### config.mk
export PLATFORM = sky130hd
export DESIGN_NAME = pt2272_decoder_param
export DESIGN_NICKNAME = d
export VERILOG_FILES = /design/src/rtl/pt2272_decoder_param.sv
export SDC_FILE = /design/constraint.sdc
export NUM_CORES = 1
export LEC_CHECK = 0
export BUFFER_PORTS_ARGS = -buffer_cell sky130_fd_sc_hd__buf_2
export CORE_UTILIZATION = 25
export CTS_CLUSTER_SIZE = 25
export DETAILED_ROUTE_END_ITERATION = 8
export GPL_TIMING_DRIVEN = 0
export HOLD_SLACK_MARGIN = 0.12
export MAX_ROUTING_LAYER = met4
export PLACE_DENSITY = 0.4
export SLEW_MARGIN = 30
export SYNTH_ARGS = -nofsm -noshare
export SYNTH_HDL_FRONTEND = slang
export SYNTH_SLANG_ARGS = --single-unit
### constraint.sdc
create_clock -name clk -period 5.1 [get_ports clk]
set_input_delay 0.765 -clock clk [delete_from_list [all_inputs] [get_ports clk]]
set_output_delay 0.765 -clock clk [all_outputs]
set_load 0.02 [all_outputs]
### src/rtl/pt2272_decoder_param.sv
// pt2272_decoder_param
// Receiver for the pulse-width-coded stream of a PT2262-class encoder.
// It measures high/low run lengths in ticks of a CLK_DIV-clk divider and
// classifies each high/low pair as 0, 1 or F. The frame is A0..A(N_ADDR-1),
// then D0..D(N_DATA-1), terminated by a sync. The address is compared against
// the trinary setting A. D is loaded only after CONFIRM consecutive
// identical matching frames.
// Ports:
//   clk       system clock
//   reset     synchronous reset, active high
//   A         address setting, 2 bits per symbol: 00=0, 11=1, 10=F, 01=never matches
//   cod_i     coded serial input (asynchronous)
//   D         received data, registered
//   dv        a confirmed transmission is present (drops after HOLD_TICKS idle ticks)
//   new_frame one-clk pulse when D is loaded with a newly confirmed value
//   frame_err one-clk pulse on a symbol or framing error
module pt2272_decoder_param #(
    parameter int N_ADDR     = 8,
    parameter int N_DATA     = 4,
    parameter int CLK_DIV    = 250,
    parameter int TOL        = 2,
    parameter int CONFIRM    = 2,
    parameter int HOLD_TICKS = 1024,
    parameter int MOMENTARY  = 0
) (
    input  logic                clk,
    input  logic                reset,
    input  logic [2*N_ADDR-1:0] A,
    input  logic                cod_i,
    output logic [N_DATA-1:0]   D,
    output logic                dv,
    output logic                new_frame,
    output logic                frame_err
);
    localparam int N_SYM    = N_ADDR + N_DATA;
    localparam int RUN_MAX  = 124 + TOL;
    localparam int SYNC_LOW = 124 - TOL;
    localparam int RUN_W    = $clog2(RUN_MAX + 1);
    localparam int DIV_W    = $clog2(CLK_DIV + 1);
    localparam int CNT_W    = $clog2(N_SYM + 2);
    localparam int HOLD_W   = $clog2(HOLD_TICKS + 1);

    localparam logic [1:0] SYM_0 = 2'b00;
    localparam logic [1:0] SYM_1 = 2'b11;
    localparam logic [1:0] SYM_F = 2'b10;

    typedef enum logic [1:0] {HUNT, RX, CHECK} state_t;

    // ---------------- tick divider and input synchroniser ----------------
    logic [DIV_W-1:0] div_reg;
    logic             tick;
    logic [1:0]       sync_reg;
    logic             lvl;

    assign tick = (div_reg == DIV_W'(CLK_DIV - 1));
    assign lvl  = sync_reg[1];

    always_ff @(posedge clk) begin
        if (reset) begin
            div_reg  <= '0;
            sync_reg <= '0;
        end else begin
            div_reg  <= tick ? '0 : div_reg + 1'b1;
            sync_reg <= {sync_reg[0], cod_i};
        end
    end

    // ---------------- run-length counters ----------------
    // high_reg restarts at a rising edge and low_reg at a falling edge, so at
    // the rising edge closing a symbol both still hold the complete runs.
    logic             prev_reg;
    logic [RUN_W-1:0] high_reg;
    logic [RUN_W-1:0] low_reg;

    always_ff @(posedge clk) begin
        if (reset) begin
            prev_reg <= 1'b0;
            high_reg <= '0;
            low_reg  <= '0;
        end else if (tick) begin
            prev_reg <= lvl;
            if (lvl) begin
                if (!prev_reg)
                    high_reg <= RUN_W'(1);
                else if (high_reg != RUN_W'(RUN_MAX))
                    high_reg <= high_reg + 1'b1;
            end else begin
                if (prev_reg)
                    low_reg <= RUN_W'(1);
                else if (low_reg != RUN_W'(RUN_MAX))
                    low_reg <= low_reg + 1'b1;
            end
        end
    end

    function automatic logic in_win(input logic [RUN_W-1:0] x, input int nom);
        return (int'(x) >= nom - TOL) && (int'(x) <= nom + TOL);
    endfunction

    // ---------------- symbol / sync classification ----------------
    logic       rise, long_high, sync_tick, sync_ev, sym_ev, sym_ok, run_bad;
    logic [1:0] sym_code;

    always_comb begin
        rise      = tick && lvl && !prev_reg;
        // fires on the tick where the high run would become 24+TOL+1
        long_high = tick && lvl && prev_reg && (high_reg == RUN_W'(24 + TOL));
        // the tick on which the low run reaches SYNC_LOW; no need to wait for an edge
        sync_tick = tick && !lvl && !prev_reg && (low_reg == RUN_W'(SYNC_LOW - 1));
        sync_ev   = sync_tick && in_win(high_reg, 4);
        // a rising edge after a sync-length low only closes the sync itself
        sym_ev    = rise && (low_reg < RUN_W'(SYNC_LOW));
        sym_code  = SYM_F;
        sym_ok    = 1'b1;
        if (in_win(high_reg, 24) && in_win(low_reg, 8))
            sym_code = SYM_1;
        else if (in_win(high_reg, 8) && in_win(low_reg, 24))
            sym_code = SYM_0;
        else if (in_win(high_reg, 16) && in_win(low_reg, 16))
            sym_code = SYM_F;
        else
            sym_ok = 1'b0;
        run_bad = long_high || (sync_tick && !in_win(high_reg, 4)) || (sym_ev && !sym_ok);
    end

    // ---------------- frame registers and address match ----------------
    state_t              state_reg;
    logic [CNT_W-1:0]    cnt_reg;
    logic                bad_reg;
    logic [2*N_ADDR-1:0] addr_reg;
    logic [N_DATA-1:0]   data_reg;
    logic [N_DATA-1:0]   last_reg;
    logic [2:0]          mcnt_reg;
    logic [HOLD_W-1:0]   hold_reg;
    logic [N_ADDR-1:0]   match_bits;
    logic                addr_match;
    logic [2:0]          mc_next;
    logic                confirm;

    // received symbols are never 01, so a reserved code in A can never match
    generate
        for (genvar gi = 0; gi < N_ADDR; gi++) begin : g_match
            assign match_bits[gi] = (addr_reg[2*gi +: 2] == A[2*gi +: 2]);
        end
    endgenerate

    assign addr_match = &match_bits;

    always_comb begin
        mc_next = 3'd1;
        if (mcnt_reg != 3'd0 && data_reg == last_reg)
            mc_next = (mcnt_reg >= 3'(CONFIRM)) ? 3'(CONFIRM) : mcnt_reg + 3'd1;
        confirm = (state_reg == CHECK) && !bad_reg && addr_match && (mc_next == 3'(CONFIRM));
    end

    // ---------------- frame FSM, confirmation and hold timer ----------------
    always_ff @(posedge clk) begin
        if (reset) begin
            state_reg <= HUNT;
            cnt_reg   <= '0;
            bad_reg   <= 1'b0;
            addr_reg  <= '0;
            data_reg  <= '0;
            last_reg  <= '0;
            mcnt_reg  <= '0;
            hold_reg  <= '0;
            D         <= '0;
            dv        <= 1'b0;
            new_frame <= 1'b0;
            frame_err <= 1'b0;
        end else begin
            new_frame <= 1'b0;
            frame_err <= 1'b0;

            // expiry first; a confirmation later in this block overrides it
            if (tick && dv) begin
                if (hold_reg <= HOLD_W'(1)) begin
                    hold_reg <= '0;
                    dv       <= 1'b0;
                    if (MOMENTARY != 0)
                        D <= '0;
                end else begin
                    hold_reg <= hold_reg - 1'b1;
                end
            end

            case (state_reg)
                HUNT: begin
                    if (sync_ev) begin
                        state_reg <= RX;
                        cnt_reg   <= '0;
                        bad_reg   <= 1'b0;
                    end
                end
                RX: begin
                    if (run_bad) begin
                        frame_err <= 1'b1;
                        mcnt_reg  <= '0;
                        state_reg <= HUNT;
                    end else if (sym_ev) begin
                        for (int i = 0; i < N_ADDR; i++)
                            if (cnt_reg == CNT_W'(i))
                                addr_reg[2*i +: 2] <= sym_code;
                        for (int i = 0; i < N_DATA; i++)
                            if (cnt_reg == CNT_W'(N_ADDR + i))
                                data_reg[i] <= sym_code[0];
                        if (cnt_reg != CNT_W'(N_SYM + 1))
                            cnt_reg <= cnt_reg + 1'b1;
                        if ((cnt_reg >= CNT_W'(N_ADDR) && cnt_reg < CNT_W'(N_SYM) && sym_code == SYM_F)
                            || cnt_reg >= CNT_W'(N_SYM)) begin
                            frame_err <= 1'b1;
                            bad_reg   <= 1'b1;
                            mcnt_reg  <= '0;
                        end
                    end else if (sync_ev) begin
                        cnt_reg <= '0;
                        if (cnt_reg == CNT_W'(N_SYM)) begin
                            state_reg <= CHECK;
                        end else begin
                            // wrong length: the sync still realigns the next frame
                            frame_err <= 1'b1;
                            bad_reg   <= 1'b0;
                            mcnt_reg  <= '0;
                        end
                    end
                end
                CHECK: begin
                    state_reg <= RX;
                    bad_reg   <= 1'b0;
                    if (bad_reg || !addr_match) begin
                        mcnt_reg <= '0;
                    end else begin
                        mcnt_reg <= mc_next;
                        last_reg <= data_reg;
                    end
                    if (confirm) begin
                        new_frame <= !dv || (D != data_reg);
                        D         <= data_reg;
                        dv        <= 1'b1;
                        hold_reg  <= HOLD_W'(HOLD_TICKS);
                    end
                end
                default: state_reg <= HUNT;
            endcase
        end
    end
endmodule

==> key figures, run 1 <==
Clock tree
  – Reg clk slew, reported paths: about 60 ps
  – CTS root buf: clkbuf_16
  – PostCTS Resize Cnt: 0
  – CTS Hold Buffers Added: 0
  – Sink Count: 77
  – Clock latency on the worst-skew pair: around 340 ps
  – Depth of the CTS H-tree: 3
  – Clk buf depth: 2
  – CTS buffer count: 9
  – CTS tree: done
  – Setup bufs post-CTS: 0

GRT
  – Total track usage: 0.128
  – Number of global-route vias before repair: about 3300
  – Largest net degree at the start of global routing: 15
  – Initial antenna violation count: 0
  – Grt total ovfl: 0
  – Global-route wire length before repair: roughly 17000 um

Pwr
  – Comb pwr share: 0.051
  – Leak: 2.01 nW
  – Clock power frac: 0.495
  – Seq pwr share: 0.454
  – Sw Pwr: roughly 310 uW
  – Worst vdd ir: ~0.15 mV
  – Power per cell area: 270 nW/um^2
  – Internal power: 1.03 mW
  – Switch share: 0.234
  – Design Power: 1.34 mW

Finish
  – Number of flip-flops in the largest register: 16
  – Final nets: approximately 570
  – Commonest non-fill, non-tap cell in the layout: dfxtp_1
  – Most frequent cells in the layout: dfxtp_1 (77), nor2_1 (48), nand2_1 (47), mux2i_1 (31), xor2_1 (28)
  – # diodes: 0
  – Synth-to-Final Area Change: 16.7%
  – Layout cell share with drive strength beyond 1: 0.114

Timing
  – Rel. slew slack: 0.492
  – Final Max Tran Viols: 0
  – Period utilization: 0.620
  – Clk_skew: ~8.1 ps
  – Finish-stage setup viols: 0
  – RSZ-0062 raised after global routing: false
  – Worst Tran Pin Value: 755 ps
  – TNS Setup: 0 ps
  – Final number of hold-violating endpoints: 0
  – Final min period: 3160 ps
  – Fmax: between 300 and 400 MHz

Setup path
  – Slowest-stage cell, CP: nor4_1
  – FF-to-FF setup slack: 2120 ps
  – Crit Path Category: in -> reg
  – Worst Path Arrival: approximately 3400 ps
  – Crit path launch type: input port
  – CP most frequent cell: clkbuf_1
  – Critical Path Start: A[4]
  – Worst r2r path cells: 9
  – Crit-path max cell delay: around 550 ps
  – Critical path required time: ~5300 ps
  – Worst R2R End: hold_reg[8]
  – Critical Path, Cell by Cell: buf_2 -> xor2_1 -> nor4_1 -> nand4_1 -> or3_1 -> clkbuf_1 -> or3b_1 -> clkbuf_1 -> o211ai_2 -> nor2_1
  – Critical Path End: hold_reg[8]
  – CP Capture Type: flip-flop
  – Worst-path fanout max: 9
  – Reg2Reg Launch Point: addr_reg[4]

Synthesis
  – Post-synthesis simple-gate area fraction: 0.261
  – Post-synthesis mux area share: 0.0730
  – Area share of the largest cell type after synthesis: 0.363
  – Largest family of logic cells by synthesized area: simple AND/OR/NAND/NOR gates
  – Synthesized area: roughly 4300 um^2
  – EDFF count, synth: 0
  – Ys async rst share: 0
  – Synth Area in XOR/XNOR: 0.0968
  – Synth Area in Compound Gates: 0.104
  – Post-synthesis net count: about 530
  – Ys Warns: 0
  – Register area share after synthesis: 0.363
  – Synth cell types: 61
  – Post-Synthesis Cells: about 500
  – Primary FF master, synth: dfxtp_1
  – Adder-cell share of the synthesized area: 0.0618
  – Largest area contributor in the netlist: dfxtp_1
  – Yosys reg bits: between 70 and 80
  – Syn_area_per_cell: 8.62 um^2
  – Area contributors post-synth: dfxtp_1 (36%), mux2i_1 (7.3%), ha_1 (6.2%), xor2_1 (5.8%), nor2_1 (4.2%)

Drt
  – DR WL/cell: around 14 um
  – Pre-antenna DRT Iters: 4
  – Via count: 3556
  – Avg Vias per Cell: 4.72
  – Drc violations: 0
  – Post-DRT Antenna Nets: 0
  – Post-Route WL: between 10000 and 15000 um
  – Initial DRC Count: 152

Job
  – Max cap viols: 0

Placed design
  – Gpl congestion: 0.799
  – PortBufs: 25
  – Final HPWL DP: around 7900 um

Hold path
  – Path type of the worst min-delay path: reg -> reg

Floorplanning
  – Die width: approximately 130 um
  – Io pins: 26
  – Initial Utilization: 0.256
  – Core Region: approximately 17000 um^2
  – Die height: roughly 130 um
  – Row Count: 47
  – Die Footprint: about 18000 um^2

Outcome
  – Status: complete, no violations
==> cells in the mapped netlist, types with 2 or more instances <==
library cell / n
dfxtp_1: 77
nor2_1: 48
nand2_1: 47
mux2i_1: 31
xor2_1: 28
nand3_1: 24
ha_1: 21
a21oi_1: 19
inv_1: 19
xnor2_1: 19
clkbuf_1: 17
nor3_1: 15
o21ai_0: 9
nand4_1: 8
nor2b_1: 8
nor4_1: 8
or3_1: 7
and3_1: 6
nand3_2: 6
or4_1: 6
a211oi_1: 5
a31oi_1: 5
and2_1: 4
nand4b_1: 4
o211ai_1: 4
a31o_2: 2
and4_1: 2
and4b_1: 2
buf_6: 2
nand2b_1: 2
nor3_2: 2
o21ai_1: 2
o22ai_1: 2
o31a_1: 2
o31ai_1: 2
o41ai_1: 2
or3b_1: 2
==> per-stage QoR <==
stage	cells	instance area (um^2)	util	setup slack, ps	hold slack, ps
5_1_grt	754	4960	0.299	1920	475
3_5_place_dp	738	4650	0.281	1620	433
4_1_cts	754	4960	0.299	1980	449
2_1_floorplan	493	4250	-	2350	414
6_report	754	4960	0.299	1940	443
3_3_place_gp	738	4650	0.281	1640	425
==> metal layers <==
metal | track usage | up-vias | share of wire
li1 | - | 1809 | -
met1 | 0.164 | 1690 | 0.50
met2 | 0.197 | 53 | 0.46
met3 | 0.0398 | 4 | 0.029
met4 | 0.0268 | 0 | 0.0040
met5 | - | - | 0
==> logic make-up (layout without fill, tap and decap cells) <==
family,count (synthesis),count (layout)
AOI/OAI and AO/OA,67,67
xor gates and xnor gates,47,47
adders and majority gates,21,21
buffers and inverters,41,82
DFF,77,77
muxes,31,31
and+or+nand+nor,209,209
==> layout make-up <==
type                    instances  area, um^2
well taps                     220         275
plain buffers                  21        95.1
clock buffers                  10         239
clock inverters                 6        68.8
multi-input cells             375        2540
inverters                      20        75.1
fillers                      1779       11600
repair buffers                 25         125
flip-flops and latches         77        1540
==> worst max-delay path: cells and delay by family <==
family                    cells  cell delay [ps]
xor gates and xnor gates      1              130
and+or+nand+nor               5             1610
AOI/OAI and AO/OA             1              270
buffers and inverters         3              590
==> power by group through the flow <==
stage	Sequential, mW	Combinational, mW	Clock, mW
after floorplan	0.621	0.0437	0
after global placement	0.622	0.0684	0
after detailed placement	0.622	0.0684	0
after CTS	0.608	0.0687	0.688
after global routing	0.608	0.0754	0.715
final	0.608	0.0678	0.663
==> worst min-delay path by stage <==
| stage | slack, ps | endpoint | depth (start not counted) | from |
|---|---|---|---|---|
| CTS | 450 | sync_reg[1] | 1 | sync_reg[0] |
| detailed placement | 430 | sync_reg[1] | 1 | sync_reg[0] |
| global placement | 420 | sync_reg[1] | 1 | sync_reg[0] |
| global route | 480 | sync_reg[1] | 1 | sync_reg[0] |
| finish | 440 | sync_reg[1] | 1 | sync_reg[0] |
| floorplan | 410 | sync_reg[1] | 1 | sync_reg[0] |
Note: power is estimated with default switching activity, not from simulation.
==> run 2: changes to the inputs <==
PLACE_DENSITY = 0.41   (was 0.4)
clock period = 2.85 ns   (was 5.1 ns; I/O delays follow)
==> run 2 against run 1 <==
  * Cell area is 0.28% lower
  * Count of clock-buffer cells in the layout rose by 1
  * Critical path depth is the same
  * Global-route usage about the same
  * Routed wire length is 1.2% lower
  * Sequential power is 79% higher
  * Combinational power increased by 80%
  * Highest routed layer unchanged
==> key figures, run 2 (synthesis results as in run 1) <==
Finish
  – Synth-to-Final Area Change: 16.3%
  – Most frequent cells in the layout: dfxtp_1 (77), nor2_1 (48), nand2_1 (47), mux2i_1 (31), xor2_1 (28)
  – Number of flip-flops in the largest register: 16 (unchanged)
  – # diodes: 0 (unchanged)
  – Final std cells w/o fill: 753 (-0.13%)
  – Design Area, Final: 4950 um^2 (-0.28%)
  – Final nets: 568 (-0.18%)
  – Layout cell share with drive strength beyond 1: 0.116 (+0.00209)
  – Commonest non-fill, non-tap cell in the layout: dfxtp_1

Placed design
  – Placed cell count: 738 (unchanged)
  – Post-DP Area: 4650 um^2 (unchanged)
  – Gpl congestion: 0.780 (-2.3%)
  – Final HPWL DP: 7860 um (-0.75%)
  – PortBufs: 25 (unchanged)

Setup path
  – Worst R2R End: addr_reg[11]
  – Worst r2r path cells: 10 (+1)
  – Crit Path Category: reg -> reg
  – Worst-path fanout max: 8 (-1)
  – Critical Path, Cell by Cell: nand4_2 -> or4_1 -> buf_2 -> or3_4 -> and3_4 -> buf_6 -> and3_1 -> buf_6 -> nand3_2 -> mux2i_1
  – Reg2Reg Launch Point: div_reg[5]
  – CP Capture Type: flip-flop
  – Buffers & Inverters on Critical Path: 3 (unchanged)
  – Worst Path Arrival: 2920 ps (-450 ps)
  – Slowest-stage cell, CP: or4_1
  – Crit-path max cell delay: 490 ps (-60 ps)
  – Crit path depth: 10 (unchanged)
  – Critical path required time: 3110 ps (-2200 ps)
  – CP most frequent cell: buf_6
  – FF-to-FF setup slack: 200 ps (-1920 ps)
  – Delay-heaviest family, CP: simple AND/OR/NAND/NOR gates
  – Crit path launch type: flip-flop

Drt
  – Avg Vias per Cell: 4.62 (-2.0%)
  – Via count: 3482 (-2.1%)
  – Post-Route WL: 10400 um (-1.2%)
  – Drc violations: 0 (unchanged)
  – Initial DRC Count: 161 (+5.9%)
  – DR WL/cell: 13.7 um (-1.1%)
  – Pre-antenna DRT Iters: 4 (unchanged)
  – Post-DRT Antenna Nets: 0 (unchanged)

GRT
  – Initial antenna violation count: 0 (unchanged)
  – Number of global-route vias before repair: 3429 (+3.2%)
  – Total track usage: 0.128 (-0.000360)
  – Grt total ovfl: 0 (unchanged)
  – Global-route wire length before repair: 17100 um (+0.44%)
  – Largest net degree at the start of global routing: 14 (-1)

Hold path
  – Path type of the worst min-delay path: in -> reg
  – Hold path depth: 2 (+1)
  – Hold_sp: cod_i
  – Hold Path Sink: sync_reg[0]

Clock tree
  – Setup bufs post-CTS: 0 (unchanged)
  – Depth of the CTS H-tree: 3 (unchanged)
  – CTS root buf: clkbuf_16
  – Clk buf depth: 2 (unchanged)
  – CTS Hold Buffers Added: 0 (unchanged)
  – Clock latency on the worst-skew pair: 340 ps (about the same)
  – CTS buffer count: 9 (unchanged)
  – Reg clk slew, reported paths: 60 ps (about the same)
  – CTS tree: done
  – Sink Count: 77 (unchanged)

Timing
  – RSZ-0062 raised after global routing: false
  – Final min period: between 2000 and 3000 ps
  – Finish-stage setup viols: 0 (unchanged)
  – Final Max Tran Viols: 0 (unchanged)
  – Worst Tran Pin Value: 769 ps (+13.7 ps)
  – Fmax: approximately 380 MHz
  – Final number of hold-violating endpoints: 0 (unchanged)
  – Rel. slew slack: 0.483 (-0.00924)
  – TNS Setup: 0 ps (unchanged)
  – Clk_skew: 6.54 ps (-1.60 ps)
  – Period utilization: 0.931

Pwr
  – Power per cell area: 464 nW/um^2 (+72%)
  – Design Power: 2.29 mW (+71%)
  – Leak: 2.00 nW (-0.74%)
  – Worst vdd ir: 0.250 mV (+69%)

Floorplanning
  – Row Count: 47 (unchanged)
  – Die width: 132 um (unchanged)
  – Io pins: 26 (unchanged)
  – Initial Utilization: 0.256 (unchanged)
  – Die height: 132 um (unchanged)
  – Core Region: 16600 um^2 (unchanged)
  – Die Footprint: 17500 um^2 (unchanged)

Outcome
  – Status: complete, no violations

Job
  – Max cap viols: 0 (unchanged)
==> run 2: cell types whose count changed in the layout (fill, tap and decap cells not counted) <==
cell,change
o211ai_4,+1
o211ai_2,-1
nor3_2,+1
nor4_2,+1
nor3_1,-1
bufinv_16,-1
nor4_1,-1
clkinv_2,+1
inv_6,-1
==> run 2: worst reg2reg max path, stage by stage (launching register included) <==
cell and delay, ps:
dfxtp_1 400, nand4_2 170, or4_1 490, buf_2 190
or3_4 410, and3_4 180, buf_6 130, and3_1 180
buf_6 140, nand3_2 100, mux2i_1 210
==> run 2: routing by layer <==
metal	GRT usage	routed length [um]	part of all wire
met4	0.0364	60	0.0058
met5	-	0	0
met1	0.163	5270	0.51
met3	0.0287	286	0.028
met2	0.201	4730	0.46
==> run 2: worst max-delay path by stage <==
stage	from	end	slack, ps
floorplan	A[4]	hold_reg[1]	440
global placement	A[4]	hold_reg[6]	-220
detailed placement	A[4]	hold_reg[8]	-260
CTS	addr_reg[4]	hold_reg[8]	70
global route	div_reg[0]	hold_reg[7]	2
finish	div_reg[5]	addr_reg[11]	200
==> run 2: layout make-up <==
| class | instances | area [um^2] |
|---|---|---|
| clock inverters | 5 | 35.0 |
| fillers | 1811 | 11600 |
| flip-flops and latches | 77 | 1540 |
| inverters | 20 | 75.1 |
| repair buffers | 25 | 125 |
| plain buffers | 20 | 91.3 |
| well taps | 220 | 275 |
| clock buffers | 11 | 243 |
| multi-input cells | 375 | 2560 |
==> run 2: timing repair <==
action | 4_1_cts | 5_1_grt
gates resized for setup | 1 | 2
cloned | 0 | 0
endpoints found under the hold margin | 0 | 0
endpoints found under the setup margin | 9 | 14
==> run 2: stage by stage <==
step	setup WS, ps	hold slack, ps	util
final	197	299	0.298
after CTS	66.1	285	0.298
after global placement	-219	423	0.281
after floorplan	442	414	-
after detailed placement	-258	436	0.281
after global routing	2.38	301	0.298
==> run 2: report_power, final <==
part	total [mW]	internal (mW)	switching, mW
clock network	1.08	0.615	0.467
logic	0.122	0.0455	0.0769
registers	1.09	1.08	0.00519
